--- config.mk ---
export PLATFORM = sky130hd
export DESIGN_NAME = mem_access_splitter
export DESIGN_NICKNAME = d
export VERILOG_FILES = /design/src/rtl/mem_req_pkg.sv /design/src/rtl/mem_lane_align.sv /design/src/rtl/mem_access_splitter.sv
export SDC_FILE = /design/constraint.sdc
export NUM_CORES = 1
export LEC_CHECK = 0
export CELL_PAD_IN_SITES_DETAIL_PLACEMENT = 0
export CELL_PAD_IN_SITES_GLOBAL_PLACEMENT = 1
export CORE_UTILIZATION = 44
export DETAILED_ROUTE_END_ITERATION = 10
export PLACE_DENSITY = 0.86
export REMOVE_ABC_BUFFERS = 1
export SYNTH_ARGS = -nofsm -noshare
export SYNTH_HDL_FRONTEND = slang
export SYNTH_HIERARCHICAL = 1
export SYNTH_SLANG_ARGS = --single-unit
--- constraint.sdc ---
create_clock -name clk -period 6.33 [get_ports clk]
set_input_delay 0.633 -clock clk [delete_from_list [all_inputs] [get_ports clk]]
set_output_delay 0.633 -clock clk [all_outputs]
set_load 0.005 [all_outputs]
--- src/rtl/mem_req_pkg.sv ---
// rtl/mem_req_pkg.sv - shared types and lane-mask helper for the memory access splitter
package mem_req_pkg;

  typedef enum logic [1:0] {
    IDLE = 2'd0,
    LO   = 2'd1,
    HI   = 2'd2,
    RSP  = 2'd3
  } state_t;

  typedef enum logic [1:0] {
    SZ_1B = 2'd0,
    SZ_2B = 2'd1,
    SZ_4B = 2'd2,
    SZ_8B = 2'd3
  } size_t;

  // Byte-lane mask over two consecutive 64-bit words; bits [15:8] select the second word.
  function automatic logic [15:0] mask_for(input logic [1:0] size, input logic [2:0] offset);
    logic [15:0] base;
    case (size)
      SZ_1B:   base = 16'h0001;
      SZ_2B:   base = 16'h0003;
      SZ_4B:   base = 16'h000F;
      default: base = 16'h00FF;
    endcase
    return base << offset;
  endfunction

endpackage

--- src/rtl/mem_lane_align.sv ---
// rtl/mem_lane_align.sv - store lane placement and load realign/extend (combinational)
module mem_lane_align
  import mem_req_pkg::*;
(
  input  logic [1:0]   size,
  input  logic [2:0]   offset,
  input  logic         sign_ext,
  input  logic [63:0]  wdata,
  input  logic [63:0]  lo_word,
  input  logic [63:0]  hi_word,
  output logic [15:0]  mask16,
  output logic [127:0] wdata128,
  output logic [63:0]  rdata
);

  logic [5:0]  sh;
  logic [63:0] shifted;

  assign sh       = {offset, 3'b000};
  assign mask16   = mask_for(size, offset);
  assign wdata128 = {64'd0, wdata} << sh;
  assign shifted  = 64'({hi_word, lo_word} >> sh);

  always_comb begin
    rdata = 64'd0;
    case (size)
      SZ_1B:   rdata = sign_ext ? {{56{shifted[7]}},  shifted[7:0]}  : {56'd0, shifted[7:0]};
      SZ_2B:   rdata = sign_ext ? {{48{shifted[15]}}, shifted[15:0]} : {48'd0, shifted[15:0]};
      SZ_4B:   rdata = sign_ext ? {{32{shifted[31]}}, shifted[31:0]} : {32'd0, shifted[31:0]};
      default: rdata = shifted;
    endcase
  end

endmodule

--- src/rtl/mem_access_splitter.sv ---
// rtl/mem_access_splitter.sv - splits unaligned 1/2/4/8-byte requests into aligned 64-bit memory accesses
module mem_access_splitter
  import mem_req_pkg::*;
#(
  parameter int AW = 20
) (
  input  logic          clk,
  input  logic          reset,
  input  logic          req_valid,
  output logic          req_ready,
  input  logic [AW-1:0] req_addr,
  input  logic          req_write,
  input  logic [1:0]    req_size,
  input  logic          req_signed,
  input  logic [63:0]   req_wdata,
  output logic          rsp_valid,
  input  logic          rsp_ready,
  output logic [63:0]   rsp_rdata,
  output logic [AW-1:0] mem_address,
  output logic [63:0]   mem_data_in,
  output logic [7:0]    mem_bytemask,
  output logic          mem_write,
  output logic          mem_start_access,
  input  logic          mem_access_done,
  input  logic [63:0]   mem_data_out
);

  state_t      state;
  logic [2:0]  r_offset;
  logic [1:0]  r_size;
  logic        r_write;
  logic        r_signed;
  logic [63:0] r_wdata;
  logic [63:0] lo_buf;
  logic [63:0] hi_buf;

  logic [1:0]   a_size;
  logic [2:0]   a_offset;
  logic [63:0]  a_wdata;
  logic [63:0]  lo_word;
  logic [63:0]  hi_word;
  logic [15:0]  mask16;
  logic [127:0] wdata128;
  logic [63:0]  rdata;
  logic         split;

  assign req_ready = (state == IDLE);

  // In IDLE the aligner sees the incoming request so LO outputs can be registered on accept.
  assign a_size   = req_ready ? req_size       : r_size;
  assign a_offset = req_ready ? req_addr[2:0]  : r_offset;
  assign a_wdata  = req_ready ? req_wdata      : r_wdata;

  // The response is built on the final done edge, before the buffer itself is updated.
  assign lo_word = (state == LO) ? mem_data_out : lo_buf;
  assign hi_word = (state == HI) ? mem_data_out : hi_buf;
  assign split   = |mask16[15:8];

  mem_lane_align u_align (
    .size     (a_size),
    .offset   (a_offset),
    .sign_ext (r_signed),
    .wdata    (a_wdata),
    .lo_word  (lo_word),
    .hi_word  (hi_word),
    .mask16   (mask16),
    .wdata128 (wdata128),
    .rdata    (rdata)
  );

  always_ff @(posedge clk or negedge reset) begin
    if (!reset) begin
      state            <= IDLE;
      r_offset         <= 3'd0;
      r_size           <= 2'd0;
      r_write          <= 1'b0;
      r_signed         <= 1'b0;
      r_wdata          <= 64'd0;
      lo_buf           <= 64'd0;
      hi_buf           <= 64'd0;
      rsp_valid        <= 1'b0;
      rsp_rdata        <= 64'd0;
      mem_address      <= '0;
      mem_data_in      <= 64'd0;
      mem_bytemask     <= 8'd0;
      mem_write        <= 1'b0;
      mem_start_access <= 1'b0;
    end else begin
      case (state)
        IDLE: begin
          if (req_valid) begin
            r_offset         <= req_addr[2:0];
            r_size           <= req_size;
            r_write          <= req_write;
            r_signed         <= req_signed;
            r_wdata          <= req_wdata;
            mem_address      <= {req_addr[AW-1:3], 3'b000};
            mem_bytemask     <= mask16[7:0];
            mem_data_in      <= wdata128[63:0];
            mem_write        <= req_write;
            mem_start_access <= 1'b1;
            state            <= LO;
          end
        end
        LO: begin
          if (mem_access_done) begin
            lo_buf <= mem_data_out;
            if (split) begin
              // Start strobe stays high; the second word follows with no idle cycle.
              mem_address  <= mem_address + AW'(8);
              mem_bytemask <= mask16[15:8];
              mem_data_in  <= wdata128[127:64];
              state        <= HI;
            end else begin
              mem_start_access <= 1'b0;
              rsp_valid        <= 1'b1;
              rsp_rdata        <= r_write ? 64'd0 : rdata;
              state            <= RSP;
            end
          end
        end
        HI: begin
          if (mem_access_done) begin
            hi_buf           <= mem_data_out;
            mem_start_access <= 1'b0;
            rsp_valid        <= 1'b1;
            rsp_rdata        <= r_write ? 64'd0 : rdata;
            state            <= RSP;
          end
        end
        default: begin
          if (rsp_ready) begin
            rsp_valid <= 1'b0;
            rsp_rdata <= 64'd0;
            state     <= IDLE;
          end
        end
      endcase
    end
  end

endmodule

==> results of run 1 <==
## worst paths after layout
check | from | endpoint | slack (ps) | cells past startpoint
min in group clk | mem_data_in[16] | mem_data_in[16] | 480 | 2
hold reg to reg | mem_data_in[16] | mem_data_in[16] | 480 | 2
setup / recovery | state[1] | rsp_rdata[37] | 1240 | 14
hold / removal | reset | r_wdata[20] | 100 | 1
setup reg to reg | state[1] | rsp_rdata[37] | 1240 | 14
max in group asynchronous | reset | hi_buf[53] | 4880 | 2
## registers in the layout, summed over array words and instances, names as in the netlist, 2 cells and up
| register | flops |
|---|---|
| rsp_rdata | 64 |
| lo_buf | 64 |
| state | 2 |
| hi_buf | 56 |
| mem_address | 17 |
| mem_data_in | 64 |
| mem_bytemask | 8 |
| r_offset | 3 |
| r_wdata | 64 |
| r_size | 2 |
## power by group
part           switching [W]  internal, W  total (W)
sequential          0.000674      0.00324    0.00391
combinational        0.00568      0.00523     0.0109
clock               0.000978      0.00153    0.00251
## routing by layer
metal  wire (um)  up-vias  global-route usage
met5          57        -                   0
met4        1867       10             0.08573
met3        4579      126             0.03949
met2       31920      729              0.4269
met1       28050     8861              0.3408
li1            -     7952                   -
## layout make-up
class | count | area, sq um
fill | 4356 | 23060
multi-input combinational | 1501 | 12600
sequential | 348 | 8708
timing repair buffer | 340 | 3366
clock buffer | 60 | 1210
tap | 672 | 840.8
clock inverter | 15 | 210.2
inverter | 19 | 75.07
antenna | 1 | 2.502
## cell usage in the layout (no fill, tap or decap), types with 5 or more instances in the layout
master             n
a211oi_1           8
a21oi_1           36
a22o_1            73
a22oi_1           17
a32o_1             8
a32oi_1           17
and2_1            21
and3_1            27
buf_4             25
bufinv_16          5
clkbuf_1          10
clkbuf_16         43
clkbuf_8           7
clkdlybuf4s50_1  312
clkinv_2           8
conb_1            12
dfrtp_1          348
inv_1             17
mux2_2           408
mux2i_1          213
mux4_2            49
nand2_1          244
nand3_1           14
nand4_1           37
nor2_1            74
nor2b_1            6
nor3_1             8
o211ai_1          10
o21ai_0          113
o21ai_1            7
o21ba_2            8
o22ai_1           20
## metrics by stage
step	setup TNS, ps	total power (W)
2_1_floorplan	-711260	0.01175
3_3_place_gp	0	0.01441
3_5_place_dp	0	0.01470
4_1_cts	0	0.01732
5_1_grt	0	0.01847
6_report	0	0.01734
## critical path: stages, from the launching register on
cell and delay [ps]:
dfrtp_1 420, inv_1 160, ha_4 310, mux2_8 550, inv_4 380, nor2_1 120, o21ai_0 160, o21ai_0 130
or4_1 600, o21a_1 230, or3_2 440, buf_4 340, nor3b_4 260, buf_4 570, a22o_1 230
==> impl_metrics.csv, run 1 <==
group,metric,value,unit
synthesis,synth_cells,2046,
hold_path,min_path_type,"in -> async",
cells_and_area,postLayoutCellArea,27010,sq um
flow_run,drv_cap,0,
die,design.die.area,51640,sq um
cts,cts-root-buf,"clkbuf_16",
cts,clk_pin_slew,60,ps
cells_and_area,area_delta_synth_final,21.00,%
routing,vias,17680,
cts,h-tree-depth,2,
global_route,grt_pass1_wl,102.8,mm
routing,drt_iter0_markers,1649,
power,power.density,642.0,nW/um^2
cells_and_area,fin_cells,2956,
sta,maxSlewHeadroom,0.2051,
sta,hold_viol,0,
sta,tightest_slew,1190,ps
routing,wl,66.48,mm
sta,rsz0062_at_grt,"no",
cts,cts_setup_buffers,0,
routing,drc,0,
power,leakage,11.34,nW
cts,cts_tree,"yes",
die,die_x,227.2,um
cells_and_area,fin_nets,2414,
place,place_hpwl,44.07,mm
routing,final_antenna_net_count,0,
cts,cts_resized,0,
routing,drt-wirelength-per-cell,22.49,um
die,ios,317,
sta,setup_viol_count_final,0,
place,placed_area,25590,sq um
power,ir_worst_vdd,0.3713,mV
die,core,50070,sq um
status,run_status,"finished, final reports clean",
setup_path,worst_ep_required_time,6830,ps
sta,worst_slack,1236,ps
setup_path,critPathLaunchType,"flip-flop",
place,io_buffers,313,
setup_path,path_class,"reg -> reg",
die,row_count,82,
place,place_ws,1077,ps
sta,drv_slew,0,
synthesis,yosys_warnings,6,
cts,clock_latency,570,ps
cells_and_area,drive_above_1_share,0.2558,
routing,drtPass1Iterations,6,
sta,whs,102.3,ps
global_route,grt-ovfl-total,0,
cts,holdBufCountCts,0,
sta,skew,19.71,ps
global_route,grt_pass1_vias,17950,
global_route,grtUsageTotal,0.2566,
sta,fin_crit,5094,ps
cts,cts_buffer_depth,3,
die,initial_core_util,0.4458,
cts,cts_buffers,42,
cells_and_area,fin_util,0.5395,
synthesis,post_synth.cell_area_avg,10.91,sq um
sta,fmax,196.3,MHz
routing,viasPerCell,5.980,
place,gp_congestion,0.8810,
global_route,antenna_found_initial,6,
place,dp.cells,2880,
synthesis,syn_area,22320,sq um
die,chipHeight,227.2,um
cts,clock-sinks,348,
sta,finalCritPeriodShare,0.8047,
setup_path,crit_fanout,66,
setup_path,critPathCaptureType,"flip-flop",
global_route,grt_max_degree,154,
setup_path,arrival,5590,ps
Note: power is estimated with default switching activity, not from simulation.
==> run 2: changes to the inputs <==
- clock period: 6.33 -> 4.7 ns (I/O delays scaled with it)
==> run 2 against run 1 <==
  * The flow now finishes with violations (hold timing)
  * Maximum frequency up 20%
  * Non-clock buffer count up 14
  * Clock power up 38%
  * Critical path depth down 2
  * Via count down 0.83%
  * Critical path type unchanged
  * Highest routed layer unchanged
==> impl_metrics.csv, run 2 (synthesized netlist as in run 1, its figures left out) <==
group,metric,value,unit
setup_path,rr_worst_depth,12,
die,ios,317,
cells_and_area,fin_cells,2970,
sta,hold_viol,1,
global_route,grt_pass1_wl,101.3,mm
sta,drv_slew,0,
cts,holdBufCountCts,0,
cells_and_area,ff_latch_area,8708,sq um
routing,drt-wirelength-per-cell,21.95,um
die,initial_core_util,0.4458,
cells_and_area,multi_input_area,12600,sq um
sta,whs,-4.785,ps
sta,fin_crit,4228,ps
cts,h-tree-depth,2,
sta,tns,0,ps
global_route,grt_pass1_vias,17790,
place,dp.cells,2894,
die,core,50070,sq um
cells_and_area,drive_above_1_share,0.2641,
place,io_buffers,313,
global_route,grt-ovfl-total,0,
cells_and_area,area_delta_synth_final,21.88,%
routing,drt_iter0_markers,1345,
cts,cts_resized,0,
cells_and_area,layout_common_cells,"mux2_2 (408), dfrtp_1 (348), clkdlybuf4s50_1 (312)",
cells_and_area,fill_cells,4306,
sta,maxSlewHeadroom,0.2374,
cts,cts_buffer_depth,3,
global_route,busiest_layer,"met2",
sta,skew,17.69,ps
place,place_ws,556.9,ps
global_route,grtUsageTotal,0.2512,
setup_path,path_class,"reg -> reg",
power,leakage,11.45,nW
cts,clock-sinks,348,
cells_and_area,postLayoutCellArea,27200,sq um
setup_path,arrival,4680,ps
place,gp_congestion,0.8887,
routing,vias,17530,
sta,tightest_slew,1138,ps
hold_path,min_path_type,"in -> async",
routing,final_antenna_net_count,0,
routing,drtPass1Iterations,6,
place,place_hpwl,44.21,mm
sta,fmax,236.5,MHz
die,die_x,227.2,um
die,row_count,82,
cts,cts_buffers,42,
power,power.density,861.4,nW/um^2
routing,wl,65.19,mm
status,run_status,"finished, violations left",
flow_run,drv_cap,0,
sta,worst_slack,471.7,ps
routing,drc,0,
global_route,antenna_found_initial,3,
global_route,grt_max_degree,118,
die,design.die.area,51640,sq um
routing,viasPerCell,5.903,
cts,cts_setup_buffers,0,
setup_path,critPathLaunchType,"flip-flop",
cells_and_area,n_antenna_cell,0,
cts,clock_latency,570,ps
setup_path,crit_fanout,65,
cells_and_area,fin_nets,2428,
setup_path,critPathCaptureType,"flip-flop",
cts,cts_tree,"yes",
sta,setup_viol_count_final,0,
global_route,grtUsageMet1,0.3343,
power,ir_worst_vdd,0.4315,mV
sta,rsz0062_at_grt,"no",
setup_path,worst_ep_required_time,5150,ps
place,placed_area,25740,sq um
status,violations,"hold timing",
cts,clk_pin_slew,60,ps
cells_and_area,final_common_cell,"mux2_2",
sta,finalCritPeriodShare,0.8996,
global_route,globalRouteMet2Util,0.4117,
global_route,met3_usage,0.04569,
die,chipHeight,227.2,um
cts,cts-root-buf,"clkbuf_16",
-- run 2: cell types whose count changed in the layout (fill, tap and decap cells not counted), sizes merged --
cell	delta
clkinv	+7
inv	-1
clkbuf	-9
diode	-1
bufinv	+1
buf	+14
clkinvlp	+3
-- run 2: report_power, final --
part | internal [W] | leakage, nW | total [W] | switching [W]
logic | 0.00715 | 6.40 | 0.0147 | 0.00759
registers | 0.00436 | 4.33 | 0.00524 | 0.000882
clock network | 0.00210 | 0.720 | 0.00346 | 0.00136
total | 0.0136 | 11.4 | 0.0234 | 0.00983
-- run 2: per-layer routing --
layer	routed length [um]	vias to the layer above
met3	4655	110
li1	-	7978
met2	31080	644
met1	27790	8794
met4	1629	6
met5	32	-
-- run 2: final cells by class --
class                           count  area share
Clock buffer                       51     0.04286
Clock inverter                     25     0.01090
Inverter                           19    0.002760
Multi-Input combinational cell   1501      0.4630
Sequential cell                   348      0.3201
Tap cell                          672     0.03091
Timing Repair Buffer              354      0.1294
-- run 2: worst paths after layout --
check	from	endpoint	slack, ps
setup / recovery	state[0]	rsp_rdata[29]	470
hold / removal	reset	r_wdata[12]	-5
setup reg to reg	state[0]	rsp_rdata[29]	470
hold reg to reg	mem_start_access	mem_start_access	470
max in group asynchronous	reset	r_wdata[63]	3550
min in group clk	mem_start_access	mem_start_access	470
-- run 2: worst max-delay path, stage by stage (launching register included) --
cell     delay (ps)
dfrtp_1         450
inv_1           150
ha_4            310
mux2_2          520
a21oi_1         230
nor2_1           80
o21ai_0         140
o21ai_0         140
or4_1           610
o21a_1          230
or3_2           490
buf_4           350
a22o_1          340
-- run 2: per-stage QoR --
stage	util	total power, W
6_report	0.5434	0.02343
5_1_grt	0.5434	0.02502
4_1_cts	0.5434	0.02343
3_5_place_dp	0.5141	0.01987
3_3_place_gp	0.5141	0.01952
2_1_floorplan	-	0.01582
